$ cat config.mk
export PLATFORM = sky130hd
export DESIGN_NAME = pe_cfg
export DESIGN_NICKNAME = d
export VERILOG_FILES = /design/src/rtl/pe_pkg.sv /design/src/rtl/pe_divider.sv /design/src/rtl/pe_cfg.sv
export SDC_FILE = /design/constraint.sdc
export NUM_CORES = 1
export LEC_CHECK = 0
export CAP_MARGIN = 20
export CORE_UTILIZATION = 45
export CTS_CLUSTER_DIAMETER = 200
export DETAILED_ROUTE_END_ITERATION = 8
export PLACE_DENSITY = 0.62
export SYNTH_ARGS = -nofsm -noshare
export SYNTH_HDL_FRONTEND = slang
export SYNTH_SLANG_ARGS = --single-unit
$ cat constraint.sdc
create_clock -name clk -period 23.9 [get_ports clk]
set_clock_uncertainty 0.15 [all_clocks]
set_input_delay 4.78 -clock clk [delete_from_list [all_inputs] [get_ports clk]]
set_output_delay 4.78 -clock clk [all_outputs]
set_load 0.03 [all_outputs]
$ cat src/rtl/pe_pkg.sv
// rtl/pe_pkg.sv - shared types and operand/destination codes for the configurable PE
package pe_pkg;

  typedef enum logic [2:0] {
    OP_ADD  = 3'd0,
    OP_SUB  = 3'd1,
    OP_MUL  = 3'd2,
    OP_DIV  = 3'd3,
    OP_PASS = 3'd4,
    OP_AND  = 3'd5,
    OP_OR   = 3'd6,
    OP_XOR  = 3'd7
  } op_e;

  typedef enum logic [1:0] {
    ST_IDLE   = 2'd0,
    ST_EXEC   = 2'd1,
    ST_DIVIDE = 2'd2
  } state_e;

  localparam logic [3:0] CODE_E    = 4'd0;
  localparam logic [3:0] CODE_S    = 4'd1;
  localparam logic [3:0] CODE_W    = 4'd2;
  localparam logic [3:0] CODE_N    = 4'd3;
  localparam logic [3:0] CODE_DMEM = 4'd4;
  localparam logic [3:0] CODE_REG  = 4'd8;

  typedef struct packed {
    logic [3:0] dst;
    logic [3:0] src1;
    logic [3:0] src2;
    op_e        op;
  } pe_instr_t;

  function automatic logic is_port(input logic [3:0] code);
    return code < 4'd4;
  endfunction

endpackage

$ cat src/rtl/pe_divider.sv
// rtl/pe_divider.sv - restoring unsigned divider, one quotient bit per cycle
module pe_divider #(
  parameter int DW = 16
) (
  input  logic          clk,
  input  logic          rst,
  input  logic          go_i,
  input  logic [DW-1:0] dividend_i,
  input  logic [DW-1:0] divisor_i,
  output logic          done_o,
  output logic [DW-1:0] quotient_o
);

  localparam int CW = $clog2(DW + 1);

  logic [DW-1:0] rem_q, quo_q, den_q;
  logic [CW-1:0] cnt_q;
  logic [DW:0]   trial, diff;
  logic          fits;
  logic [DW-1:0] rem_d, quo_d;

  // quotient_o is the post-step value so the top can commit it on the final cycle
  always_comb begin
    trial = {rem_q, quo_q[DW-1]};
    diff  = trial - {1'b0, den_q};
    fits  = trial >= {1'b0, den_q};
    rem_d = fits ? diff[DW-1:0] : trial[DW-1:0];
    quo_d = {quo_q[DW-2:0], fits};
  end

  assign done_o     = (cnt_q == CW'(1));
  assign quotient_o = quo_d;

  always_ff @(posedge clk or posedge rst) begin
    if (rst) begin
      rem_q <= '0;
      quo_q <= '0;
      den_q <= '0;
      cnt_q <= '0;
    end else if (go_i) begin
      rem_q <= '0;
      quo_q <= dividend_i;
      den_q <= divisor_i;
      cnt_q <= CW'(DW);
    end else if (cnt_q != '0) begin
      rem_q <= rem_d;
      quo_q <= quo_d;
      cnt_q <= cnt_q - CW'(1);
    end
  end

endmodule

$ cat src/rtl/pe_cfg.sv
// rtl/pe_cfg.sv - programmable processing element stepping through a looping local config memory
module pe_cfg
  import pe_pkg::*;
#(
  parameter int DW   = 16,
  parameter int NREG = 4,
  parameter int NCFG = 8,
  parameter int AW   = $clog2(NCFG)
) (
  input  logic          clk,
  input  logic          rst,
  input  logic          cfg_we,
  input  logic [AW-1:0] cfg_addr,
  input  logic [14:0]   cfg_data,
  input  logic [AW-1:0] cfg_last,
  input  logic          start,
  input  logic          stop,
  input  logic [DW-1:0] in_e,
  input  logic [DW-1:0] in_s,
  input  logic [DW-1:0] in_w,
  input  logic [DW-1:0] in_n,
  input  logic [3:0]    in_valid,
  output logic [DW-1:0] out_e,
  output logic [DW-1:0] out_s,
  output logic [DW-1:0] out_w,
  output logic [DW-1:0] out_n,
  output logic [3:0]    out_valid,
  output logic [DW-1:0] dmem_data,
  output logic          dmem_valid,
  output logic          busy,
  output logic [AW-1:0] pc
);

  pe_instr_t     mem_q [NCFG];
  state_e        state_q;
  logic [AW-1:0] pc_q, last_q, pc_d;
  logic          stop_q, stop_pend;
  logic [DW-1:0] regs_q [8];
  logic [DW-1:0] out_q [4];
  logic [3:0]    out_valid_q;
  logic [DW-1:0] dmem_q;
  logic          dmem_valid_q;

  logic [DW-1:0]   nb [4];
  pe_instr_t       instr;
  logic [DW-1:0]   a, b, alu, div_res, wr_val;
  logic [2*DW-1:0] prod;
  logic            a_ok, b_ok, issue, div_go, div_done, wr_en;

  assign nb[0] = in_e;
  assign nb[1] = in_s;
  assign nb[2] = in_w;
  assign nb[3] = in_n;

  // Config memory is deliberately outside the reset domain so programs survive rst.
  always_ff @(posedge clk) begin
    if (cfg_we && state_q == ST_IDLE) mem_q[cfg_addr] <= pe_instr_t'(cfg_data);
  end

  function automatic logic [DW-1:0] src_val(input logic [3:0] c);
    src_val = '0;
    if (is_port(c)) src_val = nb[c[1:0]];
    else if (c[3] && int'(c[2:0]) < NREG) src_val = regs_q[c[2:0]];
  endfunction

  always_comb begin
    instr     = mem_q[pc_q];
    a         = src_val(instr.src1);
    b         = src_val(instr.src2);
    a_ok      = !is_port(instr.src1) || in_valid[instr.src1[1:0]];
    b_ok      = instr.op == OP_PASS || !is_port(instr.src2) || in_valid[instr.src2[1:0]];
    issue     = state_q == ST_EXEC && a_ok && b_ok;
    div_go    = issue && instr.op == OP_DIV;
    prod      = a * b;
    alu       = '0;
    case (instr.op)
      OP_ADD:  alu = a + b;
      OP_SUB:  alu = a - b;
      OP_MUL:  alu = prod[DW-1:0];
      OP_PASS: alu = a;
      OP_AND:  alu = a & b;
      OP_OR:   alu = a | b;
      OP_XOR:  alu = a ^ b;
      default: alu = '0;
    endcase
    wr_en     = (issue && instr.op != OP_DIV) || (state_q == ST_DIVIDE && div_done);
    wr_val    = (state_q == ST_DIVIDE) ? div_res : alu;
    pc_d      = (pc_q == last_q) ? '0 : pc_q + AW'(1);
    stop_pend = stop_q || stop;
  end

  pe_divider #(.DW(DW)) u_div (
    .clk        (clk),
    .rst        (rst),
    .go_i       (div_go),
    .dividend_i (a),
    .divisor_i  (b),
    .done_o     (div_done),
    .quotient_o (div_res)
  );

  always_ff @(posedge clk or posedge rst) begin
    if (rst) begin
      state_q      <= ST_IDLE;
      pc_q         <= '0;
      last_q       <= '0;
      stop_q       <= 1'b0;
      out_valid_q  <= '0;
      dmem_q       <= '0;
      dmem_valid_q <= 1'b0;
      for (int i = 0; i < 8; i++) regs_q[i] <= '0;
      for (int i = 0; i < 4; i++) out_q[i] <= '0;
    end else begin
      out_valid_q  <= '0;
      dmem_valid_q <= 1'b0;
      if (stop && state_q != ST_IDLE) stop_q <= 1'b1;
      if (wr_en) begin
        if (is_port(instr.dst)) begin
          out_q[instr.dst[1:0]]       <= wr_val;
          out_valid_q[instr.dst[1:0]] <= 1'b1;
        end else if (instr.dst == CODE_DMEM) begin
          dmem_q       <= wr_val;
          dmem_valid_q <= 1'b1;
        end else if (instr.dst[3] && int'(instr.dst[2:0]) < NREG) begin
          regs_q[instr.dst[2:0]] <= wr_val;
        end
      end
      case (state_q)
        ST_IDLE: begin
          if (start) begin
            last_q  <= cfg_last;
            pc_q    <= '0;
            state_q <= ST_EXEC;
          end
        end
        ST_EXEC: begin
          if (issue && instr.op == OP_DIV) begin
            state_q <= ST_DIVIDE;
          end else begin
            if (issue) pc_q <= pc_d;
            if (stop_pend) begin
              state_q <= ST_IDLE;
              stop_q  <= 1'b0;
            end
          end
        end
        ST_DIVIDE: begin
          if (div_done) begin
            pc_q    <= pc_d;
            state_q <= stop_pend ? ST_IDLE : ST_EXEC;
            if (stop_pend) stop_q <= 1'b0;
          end
        end
        default: state_q <= ST_IDLE;
      endcase
    end
  end

  assign out_e      = out_q[0];
  assign out_s      = out_q[1];
  assign out_w      = out_q[2];
  assign out_n      = out_q[3];
  assign out_valid  = out_valid_q;
  assign dmem_data  = dmem_q;
  assign dmem_valid = dmem_valid_q;
  assign busy       = state_q != ST_IDLE;
  assign pc         = pc_q;

endmodule

==> results by group <==
Min path
  • Worst Hold Class: reg2reg
  • Worst Hold Depth: 1
  • Worst Hold End: pc[2]
  • Hold_sp: pc[2]

Clocking
  • Clk_lat worst skew: 0.55 ns
  • Clk buf depth: 3
  • Post-CTS setup buffer count: 0
  • CTS hold repair buffers: 0
  • Clock tree root buffer cell: clkbuf_16
  • Clk pin slew, worst setup/hold paths: 0.06 ns
  • CTS tree: done
  • Clk sinks: 331
  • Post-CTS Resized: 0
  • CTS buffer count: 38
  • H-tree depth: 2

Place
  • PortBufs: 182
  • DPL Wire Length: 48.6 mm
  • Placed cell count: 2,908
  • GP Congestion: 0.946

Route
  • Starting DRT DRC Count: 1,452
  • Drt wl/cell: 22.7 um
  • DRC errors left: 0
  • Via Count: 17,100
  • Total Routed Length: 67.6 mm
  • First-pass detailed-route iteration total: 5
  • Via-to-Cell Ratio: 5.74
  • Post-route ant nets: 0

Global route
  • Met1 GRT Util: 0.371
  • First-pass GRT wire length: 105 mm
  • Initial antenna violation count: 1
  • Gr busiest metal: met2
  • Largest net degree at the start of global routing: 135
  • Global route overflow: 0
  • Total track usage: 0.274
  • Met2 Use GR: 0.440
  • Vias in the first global route: 17,600
  • GRT met3 Usage: 0.0476

Synth
  • Register area share after synthesis: 0.397
  • Cells after synthesis: 2,104
  • Post-synth EDFFs: 120
  • Post-synth top flop: dfrtp_1
  • Synthesized cell area: 22,400 um^2
  • Yosys top cell area share: 0.236
  • Synth Warn #: 0
  • Post-synth top area cell: dfrtp_1
  • Syn Area/Cell: 10.6 um^2
  • Synth top cells by count: nand2_1 (287), dfrtp_1 (211), inv_1 (192), nor2_1 (167), mux2_2 (128)
  • Async S/R FF share, synth: 0.637
  • Most frequent cell after synthesis: nand2_1
  • Mapped Nets: 2,400
  • Seq cells post-synth: 331
  • Top post-synthesis cells by area: dfrtp_1 (24%), edfxtp_1 (16%), fa_1 (7.3%)
  • Post-synth cell types: 91

Floorplanning
  • Std-Cell Rows: 81
  • Die area: 50,600 um^2
  • Die extent in x: 225 um
  • Die height: 225 um
  • Number of I/O pins: 183
  • Starting density of the core: 0.457
  • Core area: 49,000 um^2

Power
  • Lkg Pwr: 11.5 nW
  • Combinational share of power: 0.641
  • Power Internal: 2.08 mW
  • Clock power frac: 0.144
  • Sw Pwr: 1.92 mW
  • Max IR drop VDD: 0.0000865 V
  • Power per cell area: 153 nW/um^2
  • Flop pwr share: 0.215
  • Net Sw Frac: 0.480

Final layout
  • Number of antenna diodes: 0
  • Nets: 2,582
  • Final std cells w/o fill: 2,978
  • Area Overhead vs Synth: 17.4%
  • Finished Core Util: 0.536
  • Share of cells above drive strength 1: 0.143
  • Fillers: 4,357

Setup path
  • R2R Path End: out_n[13]
  • Critical path buffers and inverters: 6
  • CP arrival: 12.55 ns
  • Worst-path maximum fanout: 11
  • Reg2Reg Depth: 31
  • FF-to-FF Start: pc[2]
  • CP max-delay cell: o311ai_0
  • R2R setup slack: 13.87 ns
  • Levels on crit path: 28
  • Worst setup path class: in2reg
  • Critical path's top delay family: compound AO/OA/AOI/OAI gates
  • Crit start category: input port
  • CP Capture Type: flop
  • Slowest stage delay, CP: 0.66 ns
  • Worst EP required: 24.23 ns

STA
  • Final hold violation count: 0
  • Max-slew violations: 0
  • Finish-stage setup viols: 0
  • RSZ-0062 raised after global routing: no
  • Relative slew slack: 0.289
  • Final setup TNS: 0 ns
  • Slew @ Worst Pin: 1.07 ns
  • Final Critical Period: 12.22 ns
  • Max Freq: 81.8 MHz
  • Crit share post-route: 0.511

Run
  • Max-cap violations: 0

Status
  • Outcome: finished, final reports clean
sequential cells by signal (all words and copies together), names as in the netlist, 2 cells and up:
signal and cells:
out_w 16, u_div.cnt_q 5, pc 3, u_div.quo_q 16
regs_q 64, out_n 16, out_e 16, u_div.rem_q 16
u_div.den_q 16, dmem_data 16, out_valid 4, last_q 3
out_s 16, state_q 2, mem_q 120
power by group through the flow:
stage	Sequential, mW	Combinational (mW)	Clock [mW]
finish	0.861	2.57	0.578
global route	0.879	2.79	0.609
CTS	0.859	2.54	0.589
detailed placement	0.867	2.53	0
global placement	0.861	2.50	0
floorplan	0.952	1.62	0
cell families after synthesis:
logic type | Yosys count | share of synthesized area
and+or+nand+nor | 598 | 0.118
adders and majority gates | 202 | 0.141
AOI/OAI and AO/OA | 319 | 0.103
xor gates and xnor gates | 66 | 0.0283
buffers and inverters | 296 | 0.0564
DFF | 331 | 0.397
muxes | 292 | 0.157
cells in the final DEF (no fill, tap or decap), types with 16 or more instances in the layout:
| cell | n |
|---|---|
| buf_4 | 50 |
| clkbuf_16 | 39 |
| mux2i_1 | 122 |
| xnor2_1 | 50 |
| a31oi_1 | 18 |
| inv_1 | 191 |
| nand3_1 | 19 |
| fa_1 | 82 |
| ha_1 | 120 |
| o22ai_1 | 36 |
| mux4_2 | 31 |
| mux2_2 | 128 |
| dfrtp_1 | 209 |
| clkdlybuf4s50_1 | 182 |
| a21oi_1 | 59 |
| o21ai_0 | 62 |
| nor2_1 | 166 |
| and3_1 | 18 |
| a211oi_1 | 16 |
| nand2_1 | 287 |
| nor3_1 | 20 |
| edfxtp_1 | 120 |
routing by layer:
layer,vias to the layer above,wire [um]
met2,663,31400
met1,8560,29100
met3,154,4680
li1,7721,-
met5,-,0
met4,0,2430
per-stage QoR:
step	power, mW	area, um^2	setup WS [ns]	hold WS, ns
2_1_floorplan	2.57	22400	12.90	0.300
4_1_cts	3.99	26200	11.95	0.331
6_report	4.01	26300	11.68	0.337
5_1_grt	4.28	26300	11.38	0.361
3_3_place_gp	3.36	25000	11.51	0.311
3_5_place_dp	3.40	25000	11.42	0.326
worst register-to-register path: cells and delay by family (launching register included):
family	cells	cell delay, ns
AOI/OAI and AO/OA	10	2.86
adders and majority gates	7	2.47
buffers and inverters	7	1.93
DFF	1	0.37
muxes	4	1.23
and+or+nand+nor	3	0.97
how the worst max path moves through the flow:
| stage | startpoint | endpoint |
|---|---|---|
| floorplan | in_s[7] | regs_q[111] |
| global placement | in_s[2] | out_w[13] |
| detailed placement | in_s[2] | out_w[13] |
| CTS | in_s[2] | regs_q[93] |
| global route | in_n[2] | out_w[13] |
| finish | in_s[2] | out_n[13] |
cell type report:
class / instances / area, um^2 / area share
inverter: 204 / 774 / 0.0295
sequential: 331 / 8890 / 0.339
clock inverter: 16 / 166 / 0.00634
multi-input combinational: 1477 / 12300 / 0.468
timing repair buffer: 234 / 2240 / 0.0855
tap: 664 / 831 / 0.0316
clock buffer: 52 / 1060 / 0.0406
Power figures use the tool's default switching activity.
